**config.mk**
```make
export PLATFORM = sky130hd
export DESIGN_NAME = lsu_mem_ctrl
export DESIGN_NICKNAME = d
export VERILOG_FILES = /design/src/rtl/lsu_mem_ctrl.sv
export SDC_FILE = /design/constraint.sdc
export NUM_CORES = 1
export LEC_CHECK = 0
export ABC_AREA = 1
export CORE_MARGIN = 3
export CORE_UTILIZATION = 48
export DETAILED_ROUTE_END_ITERATION = 8
export GPL_TIMING_DRIVEN = 0
export PLACE_DENSITY = 0.85
export SETUP_SLACK_MARGIN = 0.15
export SLEW_MARGIN = 20
export SYNTH_ARGS = -nofsm -noshare
export SYNTH_HDL_FRONTEND = slang
export SYNTH_SLANG_ARGS = --single-unit
```
**constraint.sdc**
```tcl
create_clock -name clk -period 4.91 [get_ports clk]
set_input_delay 0.982 -clock clk [delete_from_list [all_inputs] [get_ports clk]]
set_output_delay 0.982 -clock clk [all_outputs]
set_load 0.005 [all_outputs]
```
**src/rtl/lsu_mem_ctrl.sv**
```systemverilog
// Load/store unit front-end: accepts one core request at a time, aligns and extends loads,
// and performs read-modify-write for sub-word stores against a single-port word memory.
module lsu_mem_ctrl #(
  parameter int MEM_AW = 10
) (
  input  logic        clk,
  input  logic        rst,
  input  logic        req_valid,
  output logic        req_ready,
  input  logic        req_we,
  input  logic [1:0]  req_size,
  input  logic        req_unsigned,
  input  logic [31:0] req_addr,
  input  logic [31:0] req_wdata,
  output logic        resp_valid,
  output logic [31:0] resp_data,
  output logic        resp_err,
  output logic [7:0]  err_count,
  output logic [31:0] mem_addr,
  output logic [31:0] mem_wrData,
  output logic        mem_wrMem,
  output logic        mem_rdMem,
  input  logic [31:0] mem_rdData
);
  localparam int NUM_LANES = 4;

  typedef enum logic [2:0] {IDLE, RD, RD_WAIT, WR, RESP} state_t;

  // Only the fields needed after accept are kept; word stores write req_wdata directly.
  typedef struct packed {
    logic              we;
    logic [1:0]        size;
    logic              uns;
    logic [MEM_AW+1:0] addr;
    logic [15:0]       wdata;
  } req_t;

  state_t state;
  req_t   lat;

  logic                 req_bad;
  logic [31:0]          ld_data;
  logic [7:0]           ld_byte;
  logic [15:0]          ld_half;
  logic [NUM_LANES-1:0] st_en;
  logic [31:0]          st_rep;
  logic [31:0]          merged;
  logic [31:0]          new_idx;
  logic [31:0]          lat_idx;

  always_comb begin
    req_bad = 1'b0;
    case (req_size)
      2'b01:   req_bad = req_addr[0];
      2'b10:   req_bad = (req_addr[1:0] != 2'b00);
      2'b11:   req_bad = 1'b1;
      default: req_bad = 1'b0;
    endcase
    if (req_addr[31:MEM_AW+2] != '0) req_bad = 1'b1;
  end

  assign new_idx = {{(32-MEM_AW){1'b0}}, req_addr[MEM_AW+1:2]};
  assign lat_idx = {{(32-MEM_AW){1'b0}}, lat.addr[MEM_AW+1:2]};

  always_comb begin
    ld_byte = mem_rdData[7:0];
    case (lat.addr[1:0])
      2'd1:    ld_byte = mem_rdData[15:8];
      2'd2:    ld_byte = mem_rdData[23:16];
      2'd3:    ld_byte = mem_rdData[31:24];
      default: ld_byte = mem_rdData[7:0];
    endcase
    ld_half = lat.addr[1] ? mem_rdData[31:16] : mem_rdData[15:0];
    case (lat.size)
      2'b00:   ld_data = {{24{~lat.uns & ld_byte[7]}}, ld_byte};
      2'b01:   ld_data = {{16{~lat.uns & ld_half[15]}}, ld_half};
      default: ld_data = mem_rdData;
    endcase
  end

  // Byte-enable mask and replicated store data for the merge into the old word.
  always_comb begin
    if (lat.size == 2'b00) begin
      st_en  = 4'b0001 << lat.addr[1:0];
      st_rep = {4{lat.wdata[7:0]}};
    end else begin
      st_en  = lat.addr[1] ? 4'b1100 : 4'b0011;
      st_rep = {2{lat.wdata}};
    end
  end

  for (genvar i = 0; i < NUM_LANES; i++) begin : g_lane
    assign merged[8*i +: 8] = st_en[i] ? st_rep[8*i +: 8] : mem_rdData[8*i +: 8];
  end

  always_ff @(posedge clk or posedge rst) begin
    if (rst) begin
      state      <= IDLE;
      lat        <= '0;
      req_ready  <= 1'b1;
      resp_valid <= 1'b0;
      resp_data  <= '0;
      resp_err   <= 1'b0;
      err_count  <= '0;
      mem_addr   <= '0;
      mem_wrData <= '0;
      mem_wrMem  <= 1'b0;
      mem_rdMem  <= 1'b0;
    end else begin
      resp_valid <= 1'b0;
      mem_rdMem  <= 1'b0;
      mem_wrMem  <= 1'b0;
      case (state)
        IDLE: begin
          if (req_valid) begin
            lat       <= '{we: req_we, size: req_size, uns: req_unsigned,
                           addr: req_addr[MEM_AW+1:0], wdata: req_wdata[15:0]};
            req_ready <= 1'b0;
            if (req_bad) begin
              state      <= RESP;
              resp_valid <= 1'b1;
              resp_err   <= 1'b1;
              resp_data  <= '0;
              if (err_count != 8'hFF) err_count <= err_count + 8'd1;
            end else if (req_we && req_size == 2'b10) begin
              state      <= WR;
              mem_wrMem  <= 1'b1;
              mem_wrData <= req_wdata;
              mem_addr   <= new_idx;
            end else begin
              state     <= RD;
              mem_rdMem <= 1'b1;
              mem_addr  <= new_idx;
            end
          end
        end
        RD: begin
          state    <= RD_WAIT;
          mem_addr <= lat_idx;
        end
        RD_WAIT: begin
          if (lat.we) begin
            state      <= WR;
            mem_wrMem  <= 1'b1;
            mem_wrData <= merged;
          end else begin
            state      <= RESP;
            resp_valid <= 1'b1;
            resp_err   <= 1'b0;
            resp_data  <= ld_data;
            mem_addr   <= '0;
          end
        end
        WR: begin
          state      <= RESP;
          resp_valid <= 1'b1;
          resp_err   <= 1'b0;
          resp_data  <= '0;
          mem_addr   <= '0;
        end
        RESP: begin
          state     <= IDLE;
          req_ready <= 1'b1;
          resp_err  <= 1'b0;
          resp_data <= '0;
        end
        default: begin
          state     <= IDLE;
          req_ready <= 1'b1;
          mem_addr  <= '0;
        end
      endcase
    end
  end
endmodule

```
======== Word-level counts from Yosys, hierarchy flattened ========
Cells that the tools add are included.
word-level totals
  register bits ........................... 144
  output and inout port bits .............. 109
  logic and storage cells ................. 104
cells by class
  add/subtract/negate cells ............... 1
  equal/unequal tests ..................... 18
  shift-type cells ........................ 1
  muxes and demuxes ....................... 49
  bitwise operators ....................... 5
  reduce and logical (&&, ||, !) cells .... 15
operator list
  kind                                            number
  2-to-1 mux 32 bit                               11
  one-hot mux 32 bit (2 select lines)             2
  one-hot mux 32 bit (4 select lines)             1
  one-hot mux 32 bit (3 select lines)             1
  2-to-1 mux 8 bit                                4
  one-hot mux 8 bit (3 select lines)              1
  nonzero test 20 bit                             1
  2-to-1 mux 1 bit                                16
  2-to-1 mux 16 bit                               1
  inequality test 2 bit (second input constant)   6
  one-hot mux 3 bit (4 select lines)              1
  AND reduction 4 bit                             3
  2-to-1 mux 3 bit                                3
  one-hot mux 1 bit (3 select lines)              3
  adder 8 x 1 -> 8 bit (second input constant)    1
  == test 2 bit (second input constant)           4
  2-to-1 mux 4 bit                                2
  inequality test 8 bit (second input constant)   1
  == test 2 x 1 -> 1 bit (second input constant)  3
  == test 3 x 2 -> 1 bit (second input constant)  2
  AND reduction 5 bit                             1
  one-hot mux 1 bit (2 select lines)              2
  AND reduction 2 bit                             2
  nonzero test 2 bit                              2
  12 further kinds                                15

======== Longest topological paths before layout ========
  depth after elaboration ................. 6
  gate-level depth with buffers ........... 11
  gate-level depth less buffers ........... 9

======== Worst setup path before layout ========
No wires, ideal clock.
  path type ............................... input port to flip-flop
  start ................................... in req_addr[28]
  end ..................................... reg resp_valid
  data arrival time ....................... 1.860 ns
  path slack .............................. 2.920 ns
  stages .................................. 9
  path buffers ............................ 1
  path through ............................ inv_1 nand2_1 nor2_1 nand3_1 nor2_1 nand2_1 nand3_2 buf_6 nor2_1
on the way
  cells in the longest elaborated chain, start to end .. 5
RTL lines
  what                                RTL line  RTL
  from (decl)                         13        input logic [31:0] req_addr,
  nonzero test 20 bit                 59        if (req_addr[31:MEM_AW+2] != '0) req_bad = 1'b1;
  2-to-1 mux 1 bit                    59
  2-to-1 mux 1 bit                    119       if (req_bad) begin
  2-to-1 mux 1 bit                    115       if (req_valid) begin
  one-hot mux 1 bit (3 select lines)  113       case (state)
  to (signal assigned)                110       resp_valid <= 1'b0;
  to (signal assigned)                121       resp_valid <= 1'b1;
  to (signal assigned)                148       resp_valid <= 1'b1;
  to (decl)                           15        output logic resp_valid,
Every way passes these cells.
A chain may end at the register's enable or synchronous reset.

======== Final worst setup path ========
  start ................................... reg req_ready
  end ..................................... out req_ready
RTL lines
  what                    RTL line  RTL
  from (decl)             9         output logic req_ready,
  from (signal assigned)  100       req_ready <= 1'b1;
  from (signal assigned)  118       req_ready <= 1'b0;
  from (signal assigned)  163       req_ready <= 1'b1;
No word-level cell between the ends.

==> out/metrics.csv <==
metric,value,unit
status,completed,
cpLargestDelayFamily,flip-flops,
tightestPinTransition,558,ps
grt-ovfl-total,0,
wl,22200,um
viasPerCell,5.24,
cp.depth,1,
finalHoldViolations,0,
cp_max_fo,2,
crit_path_end_kind,output pin,
rsz0062_at_grt,no,
area_delta_synth_final,40.6,%
ys_seq_elements,122,
dp.cells,1358,
r2r-end,resp_data[11],
power_density,503,nW/um^2
maxCapViolCount,0,
ff2ff_setup_slack,3180,ps
synth_ff_type,dfrtp_1,
dp_hpwl,16900,um
numCtsBuffers,17,
antenna_found_initial,0,
irDropWorstVdd,285,uV
fin_worst_skew,11.2,ps
synth.cell_area,6970,sq um
drtPass1Iterations,6,
slowest_delay,530,ps
pin_count,212,
maxSlewHeadroom,0.628,
nFillCells,1159,
synth-edff-count,0,
finalNetCount,1301,
h-tree-depth,4,
slew_viol_final,0,
std_cell_rows,43,
cts_resized,0,
grt_max_degree,63,
crit_arrival,1470,ps
worstSetupEndpoint,req_ready,
layout-drive-gt1-share,0.103,
multi_input_area,3240,sq um
hold_depth,2,
drc_errors,0,
wl_per_cell,16.0,um
ys_types,37,
grt_pass1_wl,34800,um
cp_cell_sequence,clkdlybuf4s50_1,
vias,7284,
critPathSlowestCell,dfstp_2,
fmax,409,MHz
clk_pin_slew,60,ps
cts_root_buf,clkbuf_16,
min_period,2450,ps
ctsHoldBuffers,0,
start_util,0.496,
path_buf_inv,1,
cts_tree,yes,
core,14000,sq um
post_cts_buffers,0,
setup_viol,0,
clock_latency,420,ps
startpoint_type,flip-flop,
routabilityCongestion,0.901,
fin_setup_tns,0,ps
holdCritPathClass,flip-flop to flip-flop,
async_reset_ff_frac,1.00,
ys_seq_area_frac,0.438,
die_area,16000,sq um
drtIter0Drc,825,
path_class,flip-flop to output pin,
synth_area_per_cell,7.21,sq um
ant_nets,0,
r2r-start,state[2],
p_leak,0.00505,uW
grt_usage,0.272,
crit_start,req_ready,
clock_sinks,122,
port_buffers,189,
cts_max_path_buffers,2,
grt_pass1_vias,6893,
regArea,3050,sq um
rr_worst_depth,8,
fin_crit_sh,0.498,
die_w,127,um
critPathRequiredTime,3930,ps
diodes,0,
fin_cells,1389,
synthCells,967,
synth_warnings,0,
die_height,127,um
## cell type report
class / count / share of cell area
well taps: 180 / 0.0230
clock buffers: 19 / 0.0462
plain buffers: 70 / 0.0456
repair buffers: 190 / 0.196
multi-input cells: 714 / 0.331
clock inverters: 12 / 0.0151
inverters: 82 / 0.0319
flip-flops and latches: 122 / 0.312
## flip-flops by register name (all words and copies together), names as in the netlist
register,flops
mem_rdMem,1
req_ready,1
err_count,8
resp_data,32
mem_addr,10
resp_err,1
resp_valid,1
state,3
mem_wrData,32
mem_wrMem,1
lat,32
## metrics by stage
stage	cell area [sq um]	setup slack, ps	power, uW	hold slack (ps)	utilization
floorplan	7050	687	2780	437	-
CTS	9800	2440	4910	468	0.698
global route	9800	2410	5230	488	0.698
global placement	9170	-1020	3560	453	0.653
detailed placement	9200	2150	3630	455	0.655
finish	9800	2460	4930	466	0.698
## metal layers
| layer | global-route usage | up-vias | wire, um |
|---|---|---|---|
| met2 | 0.453 | 387 | 10900 |
| met4 | 0.0959 | 0 | 571 |
| met5 | 0 | - | 0 |
| li1 | - | 3486 | - |
| met1 | 0.351 | 3352 | 8620 |
| met3 | 0.0606 | 59 | 2130 |
## layout by cell type, fill, tap and decap left out, drive strengths merged
cell,Yosys,final
nor3,3,3
nand4,9,9
nand3b,1,1
xor2,2,2
clkinvlp,0,2
a21oi,6,6
buf,57,58
clkbuf,13,32
a22oi,6,6
ha,1,1
o22ai,7,7
nand3,128,128
xnor2,4,4
dfrtp,121,121
o21ai,54,54
o211ai,8,8
clkinv,0,6
o31ai,1,1
inv,82,83
clkdlybuf4s50,0,189
bufinv,0,3
dfstp,1,1
nor2,28,28
conb,1,22
nand2,434,434
## synth_stat cells, types with 2 or more instances
cell	n	share of area
buf_6	5	0.0081
o21ai_0	50	0.036
xor2_1	2	0.0025
buf_2	21	0.015
o21ai_1	2	0.0014
buf_4	29	0.031
nand2_4	3	0.0048
xnor2_1	4	0.0050
nand2_2	3	0.0027
o22ai_1	7	0.0063
a21oi_1	5	0.0036
clkbuf_1	13	0.0070
inv_1	75	0.040
a22oi_1	6	0.0065
nor2_1	23	0.012
nor2_4	3	0.0048
dfrtp_1	121	0.43
nand3_4	2	0.0050
o211ai_1	8	0.0086
inv_2	7	0.0038
nand3_2	12	0.017
nor3_1	3	0.0022
nand3_1	114	0.082
nand4_1	9	0.0081
nand2_1	428	0.23
## power by group
| group | leakage [uW] | internal (uW) | total [uW] | switching [uW] |
|---|---|---|---|---|
| Sequential | 0.00159 | 1320 | 1510 | 190 |
| Combinational | 0.00317 | 880 | 2130 | 1250 |
| Clock | 0.000295 | 818 | 1280 | 460 |
## cells by family (layout without fill, tap and decap cells)
logic type,after synthesis,in the layout,synth area share
and+or+nand+nor,603,603,0.374
xor gates and xnor gates,6,6,0.00754
other,1,22,0.000538
AOI/OAI and AO/OA,82,82,0.0693
DFF,122,122,0.438
buffers and inverters,152,373,0.108
adders and majority gates,1,1,0.00179
## worst min-delay path by stage
stage | start | to | slack, ps
global route | resp_data[28] | resp_data[28] | 490
detailed placement | lat[9] | lat[9] | 460
global placement | lat[9] | lat[9] | 450
floorplan | lat[10] | lat[10] | 440
finish | resp_data[11] | resp_data[11] | 470
CTS | lat[9] | lat[9] | 470
No activity file was read; power rests on OpenSTA's default activity.
